## src/rtl/instr_encoder.sv

```systemverilog
// RV32I request encoder (ADD/SUB/ADDI/LW/SW/BEQ) feeding an address-tagged FIFO toward the imem loader.
// Latency: accepted word visible the cycle after acceptance; backpressure via req_ready_o = !full && !clear_i && !rst_i.

module instr_fifo #(
  parameter int WIDTH = 64,
  parameter int DEPTH = 4
) (
  input  logic             clk_i,
  input  logic             rst_i,
  input  logic             clr_i,
  input  logic             push_vld_i,
  input  logic [WIDTH-1:0] push_dat_i,
  input  logic             pop_rdy_i,
  output logic             full_o,
  output logic             empty_o,
  output logic [WIDTH-1:0] head_dat_o
);

  localparam int PTR_W = $clog2(DEPTH);

  logic [PTR_W-1:0] wr_ptr_q, wr_ptr_d;
  logic [PTR_W-1:0] rd_ptr_q, rd_ptr_d;
  logic [PTR_W:0]   cnt_q, cnt_d;
  logic [WIDTH-1:0] mem_q [DEPTH];
  logic [WIDTH-1:0] mem_d [DEPTH];
  logic             push;
  logic             pop;

  assign full_o     = (cnt_q == (PTR_W+1)'(DEPTH));
  assign empty_o    = (cnt_q == '0);
  assign head_dat_o = mem_q[rd_ptr_q];
  assign push       = push_vld_i && !full_o;
  assign pop        = pop_rdy_i && !empty_o;

  always_comb begin
    mem_d    = mem_q;
    wr_ptr_d = wr_ptr_q;
    rd_ptr_d = rd_ptr_q;
    cnt_d    = cnt_q;
    if (clr_i) begin
      wr_ptr_d = '0;
      rd_ptr_d = '0;
      cnt_d    = '0;
    end else begin
      if (push) begin
        mem_d[wr_ptr_q] = push_dat_i;
        wr_ptr_d        = wr_ptr_q + 1'b1;
      end
      if (pop) begin
        rd_ptr_d = rd_ptr_q + 1'b1;
      end
      case ({push, pop})
        2'b10:   cnt_d = cnt_q + 1'b1;
        2'b01:   cnt_d = cnt_q - 1'b1;
        default: cnt_d = cnt_q;
      endcase
    end
  end

  always_ff @(posedge clk_i or posedge rst_i) begin
    if (rst_i) begin
      wr_ptr_q <= '0;
      rd_ptr_q <= '0;
      cnt_q    <= '0;
      mem_q    <= '{default: '0};
    end else begin
      wr_ptr_q <= wr_ptr_d;
      rd_ptr_q <= rd_ptr_d;
      cnt_q    <= cnt_d;
      mem_q    <= mem_d;
    end
  end

endmodule

module instr_encoder #(
  parameter int                DEPTH     = 4,
  parameter int                ADDR_W    = 32,
  parameter logic [ADDR_W-1:0] BASE_ADDR = '0
) (
  input  logic              clk_i,
  input  logic              rst_i,
  input  logic              clear_i,
  input  logic              req_valid_i,
  output logic              req_ready_o,
  input  logic [2:0]        req_op_i,
  input  logic [4:0]        req_rd_i,
  input  logic [4:0]        req_rs1_i,
  input  logic [4:0]        req_rs2_i,
  input  logic [31:0]       req_imm_i,
  output logic              out_valid_o,
  input  logic              out_ready_i,
  output logic [31:0]       out_instr_o,
  output logic [ADDR_W-1:0] out_addr_o,
  output logic              err_o,
  output logic [7:0]        err_cnt_o
);

  typedef enum logic [2:0] {
    OP_ADD  = 3'd0,
    OP_SUB  = 3'd1,
    OP_ADDI = 3'd2,
    OP_LW   = 3'd3,
    OP_SW   = 3'd4,
    OP_BEQ  = 3'd5
  } op_e;

  typedef struct packed {
    logic [ADDR_W-1:0] addr;
    logic [31:0]       instr;
  } entry_t;

  op_e               op;
  logic [31:0]       imm;
  logic [31:0]       enc_dat;
  logic              enc_legal;
  logic              fits12;
  logic              fits13;
  logic              req_acc;
  logic              push_vld;
  logic              reject;
  logic              pop_rdy;
  logic              fifo_full;
  logic              fifo_empty;
  entry_t            push_dat;
  entry_t            head_dat;
  logic [ADDR_W-1:0] addr_q, addr_d;
  logic              err_q, err_d;
  logic [7:0]        err_cnt_q, err_cnt_d;

  assign op  = op_e'(req_op_i);
  assign imm = req_imm_i;

  // Signed range checks: all bits above the sign bit must replicate it.
  assign fits12 = (&imm[31:11]) || !(|imm[31:11]);
  assign fits13 = ((&imm[31:12]) || !(|imm[31:12])) && !imm[0];

  always_comb begin
    enc_dat   = '0;
    enc_legal = 1'b0;
    case (op)
      OP_ADD: begin
        enc_dat   = {7'b0000000, req_rs2_i, req_rs1_i, 3'b000, req_rd_i, 7'b0110011};
        enc_legal = 1'b1;
      end
      OP_SUB: begin
        enc_dat   = {7'b0100000, req_rs2_i, req_rs1_i, 3'b000, req_rd_i, 7'b0110011};
        enc_legal = 1'b1;
      end
      OP_ADDI: begin
        enc_dat   = {imm[11:0], req_rs1_i, 3'b000, req_rd_i, 7'b0010011};
        enc_legal = fits12;
      end
      OP_LW: begin
        enc_dat   = {imm[11:0], req_rs1_i, 3'b010, req_rd_i, 7'b0000011};
        enc_legal = fits12;
      end
      OP_SW: begin
        enc_dat   = {imm[11:5], req_rs2_i, req_rs1_i, 3'b010, imm[4:0], 7'b0100011};
        enc_legal = fits12;
      end
      OP_BEQ: begin
        enc_dat   = {imm[12], imm[10:5], req_rs2_i, req_rs1_i, 3'b000,
                     imm[4:1], imm[11], 7'b1100011};
        enc_legal = fits13;
      end
      default: begin
        enc_dat   = '0;
        enc_legal = 1'b0;
      end
    endcase
  end

  assign req_ready_o = !fifo_full && !clear_i && !rst_i;
  assign req_acc     = req_valid_i && req_ready_o;
  assign push_vld    = req_acc && enc_legal;
  assign reject      = req_acc && !enc_legal;
  assign pop_rdy     = out_valid_o && out_ready_i && !clear_i;

  assign push_dat.addr  = addr_q;
  assign push_dat.instr = enc_dat;

  instr_fifo #(
    .WIDTH ($bits(entry_t)),
    .DEPTH (DEPTH)
  ) u_fifo (
    .clk_i      (clk_i),
    .rst_i      (rst_i),
    .clr_i      (clear_i),
    .push_vld_i (push_vld),
    .push_dat_i (push_dat),
    .pop_rdy_i  (pop_rdy),
    .full_o     (fifo_full),
    .empty_o    (fifo_empty),
    .head_dat_o (head_dat)
  );

  always_comb begin
    addr_d    = addr_q;
    err_d     = 1'b0;
    err_cnt_d = err_cnt_q;
    if (clear_i) begin
      addr_d    = BASE_ADDR;
      err_cnt_d = '0;
    end else begin
      if (push_vld) begin
        addr_d = addr_q + ADDR_W'(4);
      end
      if (reject) begin
        err_d = 1'b1;
        if (err_cnt_q != 8'hFF) begin
          err_cnt_d = err_cnt_q + 8'd1;
        end
      end
    end
  end

  always_ff @(posedge clk_i or posedge rst_i) begin
    if (rst_i) begin
      addr_q    <= BASE_ADDR;
      err_q     <= 1'b0;
      err_cnt_q <= '0;
    end else begin
      addr_q    <= addr_d;
      err_q     <= err_d;
      err_cnt_q <= err_cnt_d;
    end
  end

  // An empty queue shows the address the next accepted word will receive.
  assign out_valid_o = !fifo_empty;
  assign out_instr_o = fifo_empty ? 32'h0 : head_dat.instr;
  assign out_addr_o  = fifo_empty ? addr_q : head_dat.addr;
  assign err_o       = err_q;
  assign err_cnt_o   = err_cnt_q;

endmodule

```

## config.mk

```make
export PLATFORM = sky130hd
export DESIGN_NAME = instr_encoder
export DESIGN_NICKNAME = d
export VERILOG_FILES = /design/src/rtl/instr_encoder.sv
export SDC_FILE = /design/constraint.sdc
export NUM_CORES = 1
export LEC_CHECK = 0
export BUFFER_PORTS_ARGS = -buffer_cell sky130_fd_sc_hd__buf_2
export CORE_MARGIN = 2
export CORE_UTILIZATION = 59
export DETAILED_ROUTE_END_ITERATION = 7
export PLACE_DENSITY = 0.8
export SYNTH_ARGS = -nofsm -noshare
export SYNTH_HDL_FRONTEND = slang
export SYNTH_SLANG_ARGS = --single-unit
```

## constraint.sdc

```tcl
create_clock -name clk_i -period 9.97 [get_ports clk_i]
set_input_delay 0.997 -clock clk_i [delete_from_list [all_inputs] [get_ports clk_i]]
set_output_delay 0.997 -clock clk_i [all_outputs]
set_load 0.05 [all_outputs]
```

Word-level counts from Yosys, hierarchy flattened. Cells that the tools add are included.

Bits in registers: 304. Input bits: 55. Output and inout bits: 75. Word-level logic and storage cells: 91.

Add/subtract/negate cells: 6. Order comparisons: 3. Equality and inequality tests: 9. Mux-type cells: 23. Bitwise operators: 3. Reductions and logical operators: 37.

Operator list (count): $bwmux 256 (1); $mux 64 (3); $pmux 32 s6 (1); $bmux 64 s2 (1); $demux 64 s2 (1); $mux 32 (4); $add 32x3->32 const B (1); $mux 8 (3); $reduce_and 21->1 (1); $reduce_or 21->1 (1); $reduce_and 20->1 (1); $reduce_or 20->1 (1); $logic_and 1x1->1 (11); $reduce_bool 2->1 (5); $eq 3x3->1 const B (3); $add 8x1->8 const B (1); $logic_not 1->1 (8); $mux 2 (4); $ne 8x8->1 const B (1); $eq 3x2->1 const B (2); $ge 3x3->1 const B (2); $logic_not 3->1 (2); $not 2->3 (2); $pmux 3 s2 (1); other kinds (16) (20).

Logic depth before layout (Yosys ltp).
Depth in word-level cells: 10. Depth in mapped cells: 12. Gate-level depth less buffers: 10.

Modules after synthesis. Synthesis repeated with hierarchy kept, for this count alone.

Cell total of the unflattened synthesis: 1040. Area total of the unflattened synthesis: 14954.3 µm².

By module, submodules not included: instr_fifo (instances 1, cells each 682, area each 11833.8 µm², seq. area each 6581.3 µm²); instr_encoder (instances 1, cells each 358, area each 3120.5 µm², seq. area each 975.9 µm²).

Least setup slack after synthesis. OpenSTA, ideal clock, no wires.

Path kind: input port to flip-flop. Start: in rst_i. End: reg u_fifo.cnt_q[2]. Library setup time: 0.125 ns. Arrival time: 4.233 ns. Data required time: 9.845 ns. Slack: 5.612 ns. Cell stages on the path: 10. Path buffers: 2. Path through: a211oi_1 -> and2_1 -> clkbuf_1 -> and3_1 -> buf_2 -> nor3_1 -> fa_1 -> and2_1 -> mux2i_1 -> mux2_2.

Word-level cells in the longest chain between the ends: 8. Elaborated cells between the ends (all ways): 10. Classes of those cells: eq/ne (2); mux (2); reduce/logical (6).

RTL lines: start: declaration (line 82) `input logic rst_i,`; $logic_not 1->1 (no source line) (*); $logic_and 1x1->1 (*) (line 174) `assign req_ready_o = !fifo_full && !clear_i && !rst_i;`; $logic_and 1x1->1 (*) (line 175) `assign req_acc = req_valid_i && req_ready_o;`; $logic_and 1x1->1 (*) (line 176) `assign push_vld = req_acc && enc_legal;`; $logic_and 1x1->1 (*) (line 32) `assign push = push_vld_i && !full_o;`; $eq 2x1->1 or $eq 2x2->1 (tied branches) (line 52) `case ({push, pop})`; $pmux 3 s2 (line 52); $mux 3 (line 40) `if (clr_i) begin`; end signal: assignment (line 69) `cnt_q <= cnt_d;`; end: declaration (line 23) `logic [PTR_W:0] cnt_q, cnt_d;`.

Every way passes the cells marked *; elsewhere a longest branch is shown, timed or not. A chain may end at the register's enable or synchronous reset.

Final worst setup path.
Start: in req_imm_i[21]. End: reg u_fifo.mem_q[189] in the netlist's numbering.

Word-level cells in the longest chain between the ends: 8. Elaborated cells between the ends (all ways): 13. Classes of those cells: mux (1); reduce/logical (12).

RTL lines: start: declaration (line 90) `input logic [31:0] req_imm_i,`; $reduce_or 20->1 (line 136) `assign fits13 = ((&imm[31:12]) || !(|imm[31:12])) && !imm[0];`; $logic_not 1->1 (line 136); $logic_or 1x1->1 (line 136); $logic_and 1x1->1 (line 136); $pmux 1 s3 (*) (line 141) `case (op)`; $logic_and 1x1->1 (*) (line 176); $logic_and 1x1->1 (*) (line 32); $reduce_and 2->1 (no source line) (*); end signal: assignment (line 70) `mem_q <= mem_d;`; end: declaration (line 24) `logic [WIDTH-1:0] mem_q [DEPTH];`.

Marked as above.

==> qor.yml <==
cts:
  cts-htree-levels: 1
  cts_resized: 0
  root_buffer: "clkbuf_16"
  cts_made_buffers: 29
  postCtsSetupBuffers: 0
  clk_pin_slew_worst_paths_ps: 60
  holdBufCountCts: 0
  cts.path.max_buffers: 3
  tritoncts: "built"
  insertion_delay_ps: 540
  cts_sinks: 274
finish:
  layout_commonest_cell: "dfrtp_1"
  nets: 1248
  ff_latch_area_sq_mm: 0.00686
  drive_above_1_share_pct: 31.1
  design_area_sq_mm: 0.0146
  fill_cells: 1594
  antenna_cells: 0
  multi_input_area_sq_mm: 0.00568
  fin_cells: 1486
  mostFrequentLayoutCells: "dfrtp_1 (272), nand2_1 (162), o21ai_0 (133), mux2_2 (132), buf_2 (123)"
  syn2layout_area_growth_pct: 12.5
yosys:
  ys.flop_type: "dfrtp_1"
  yosys.area.top_type: "dfrtp_1"
  netlist_instances: 1108
  ys_seq_area_share_pct: 52.9
  synth-edff-count: 0
  synth_seq_cells: 274
  synth_warnings: 0
  netlist.area_leader.share_pct: 52.9
  synth_area_leaders: "dfrtp_1 (53%), mux2_2 (11%), mux4_2 (9.9%), o21ai_0 (5.1%), nand2_1 (4.7%)"
  avgSynthCellArea_sq_um: 11.7
  syn_area_sq_mm: 0.0130
  async_reset_ff_share_pct: 100
  yosysUniqueCellTypes: 47
timing:
  finalHoldViolCount: 0
  slew_violations: 0
  fmax_mhz: 221
  setup_viol: 0
  rsz0062_at_grt: "no"
  max_slew_margin_pct: 30.6
  min_period_ps: 4530
  setup-tns-final_ps: 0
  worst_pin_slew_ps: 1040
  setup_ws_ps: 5440
  fin_crit_sh_pct: 45.4
  finClkSkew_ps: 24.7
die:
  core_area_sq_mm: 0.0217
  fp.dieArea_sq_mm: 0.0232
  die_h_um: 152
  initial_core_util_pct: 59.7
  ios: 130
  chipWidth_um: 152
  rows: 54
place:
  place_inst: 1435
  gpl.final_weighted_congestion: 0.769
  portBuffers: 123
  dp_hpwl_um: 17400
  placed_cell_area_sq_mm: 0.0136
  place_ws_ps: 4950
worst_setup_path:
  crit_path_cell_trace: "buf_2 > or4_1 > o21bai_1 > o211ai_1 > o31ai_4 > nand4_1 > buf_4 > mux2_2"
  critPathLaunchType: "primary input"
  cp_top_family: "simple AND/OR/NAND/NOR gates"
  worst_ep_required_time_ps: 10380
  slowest_stage: "nand4_1"
  worstSetupPathType: "primary input to register"
  cp.depth: 8
  cp.arrival_ps: 4930
  ff2ff_path_depth: 6
  critPathMaxStageDelay_ps: 990
  worst-path-buf-inv: 2
  critPathCaptureType: "register"
  cp_max_fo: 65
power:
  p_leak_nw: 6.88
  cellPowerDensity_mw_per_mm2: 191
  power_mw: 2.78
  peakVddDrop_v: 0.000132
global_route:
  grt_pass1_vias: 9117
  grt.overflow.total: 0
  grt_pass1_wl_um: 47200
  antenna_found_initial: 0
  grt_max_degree: 125
  track_usage_pct: 24.9
run_status:
  status: "complete, no violations"
routing:
  ant_nets: 0
  vias: 8966
  drtIter0Drc: 566
  firstDrtPassIters: 4
  via_per_inst: 6.03
  totalWireLength_um: 28400
  drc: 0
  avgRoutedWirePerCell_um: 19.1
run:
  drv_cap: 0
hold_path:
  holdPathStages: 1
  hold_path.class: "register to register"
==> path summary, 6_finish.rpt <==
kind	startpoint	endpoint	slack, ps
worst max-delay path	req_imm_i[21]	u_fifo.mem_q[189]$_DFFE_PP0P_	5440
worst min-delay path	u_fifo.mem_q[65]$_DFFE_PP0P_	u_fifo.mem_q[65]$_DFFE_PP0P_	470
worst max register to register	u_fifo.cnt_q[0]$_DFFE_PP0P_	u_fifo.mem_q[189]$_DFFE_PP0P_	6570
worst min register to register	u_fifo.mem_q[65]$_DFFE_PP0P_	u_fifo.mem_q[65]$_DFFE_PP0P_	470
max in group asynchronous	rst_i	u_fifo.mem_q[136]$_DFFE_PP0P_	6990
min in group asynchronous	rst_i	addr_q[4]$_DFFE_PP0N_	650
==> report_power, final <==
group          switching [mW]  leakage, nW  internal, mW  total, mW
clock network           0.421        0.456         0.618       1.04
logic                   0.353         2.64         0.188      0.542
registers              0.0431         3.79          1.16       1.20
total                   0.817         6.88          1.96       2.78
==> layer usage <==
layer	routed length (um)	share of wire, %	vias up	GRT usage [%]
met5	0	0	-	0
met1	12200	43	4553	35.1
met2	13900	49	281	41.3
li1	-	-	4093	-
met3	1830	6.5	39	3.87
met4	459	1.6	0	5.87
==> Yosys cell counts, types with 9 or more instances <==
cell type    n
nand3_1      9
buf_2       11
nor2b_1     10
inv_1       15
nor2_1      25
mux2_2     132
o21ai_0    133
buf_1       13
nand4_1     24
a21oi_1     33
nand2_1    162
mux4_2      57
clkbuf_1    60
dfrtp_1    274
and2_1      34
or3_1       14
o31ai_1     10
==> stage by stage <==
step	hold slack (ps)	util (%)
finish	468	67.2
global route	488	67.2
CTS	471	67.2
detailed placement	452	62.9
global placement	447	62.9
floorplan	429	-
==> cell type report <==
cell class,instances,area share (%)
clock inverters,5,0.369
multi-input cells,733,39.0
flip-flops and latches,274,47.1
clock buffers,46,5.97
well taps,280,2.40
repair buffers,133,4.74
inverters,15,0.438
==> cell families (layout without fill, tap and decap cells) <==
logic type / Yosys count / after routing / synth area share [%]
AND/OR/NAND/NOR: 308 / 308 / 11.3
flip-flops: 274 / 274 / 52.9
AO/OA/AOI/OAI: 199 / 199 / 8.55
multiplexers: 198 / 198 / 22.1
buffers and inverters: 106 / 199 / 3.38
XOR/XNOR: 15 / 15 / 1.01
adder cells (fa/ha/maj): 7 / 7 / 0.734
other: 1 / 6 / 0.0289
==> sequential cells by signal, indices dropped and copies added, names as in the netlist <==
signal           count
u_fifo.wr_ptr_q      2
u_fifo.rd_ptr_q      2
u_fifo.cnt_q         3
addr_q              30
u_fifo.mem_q       228
err_o                1
err_cnt_o            8
Power figures use the tool's default switching activity.
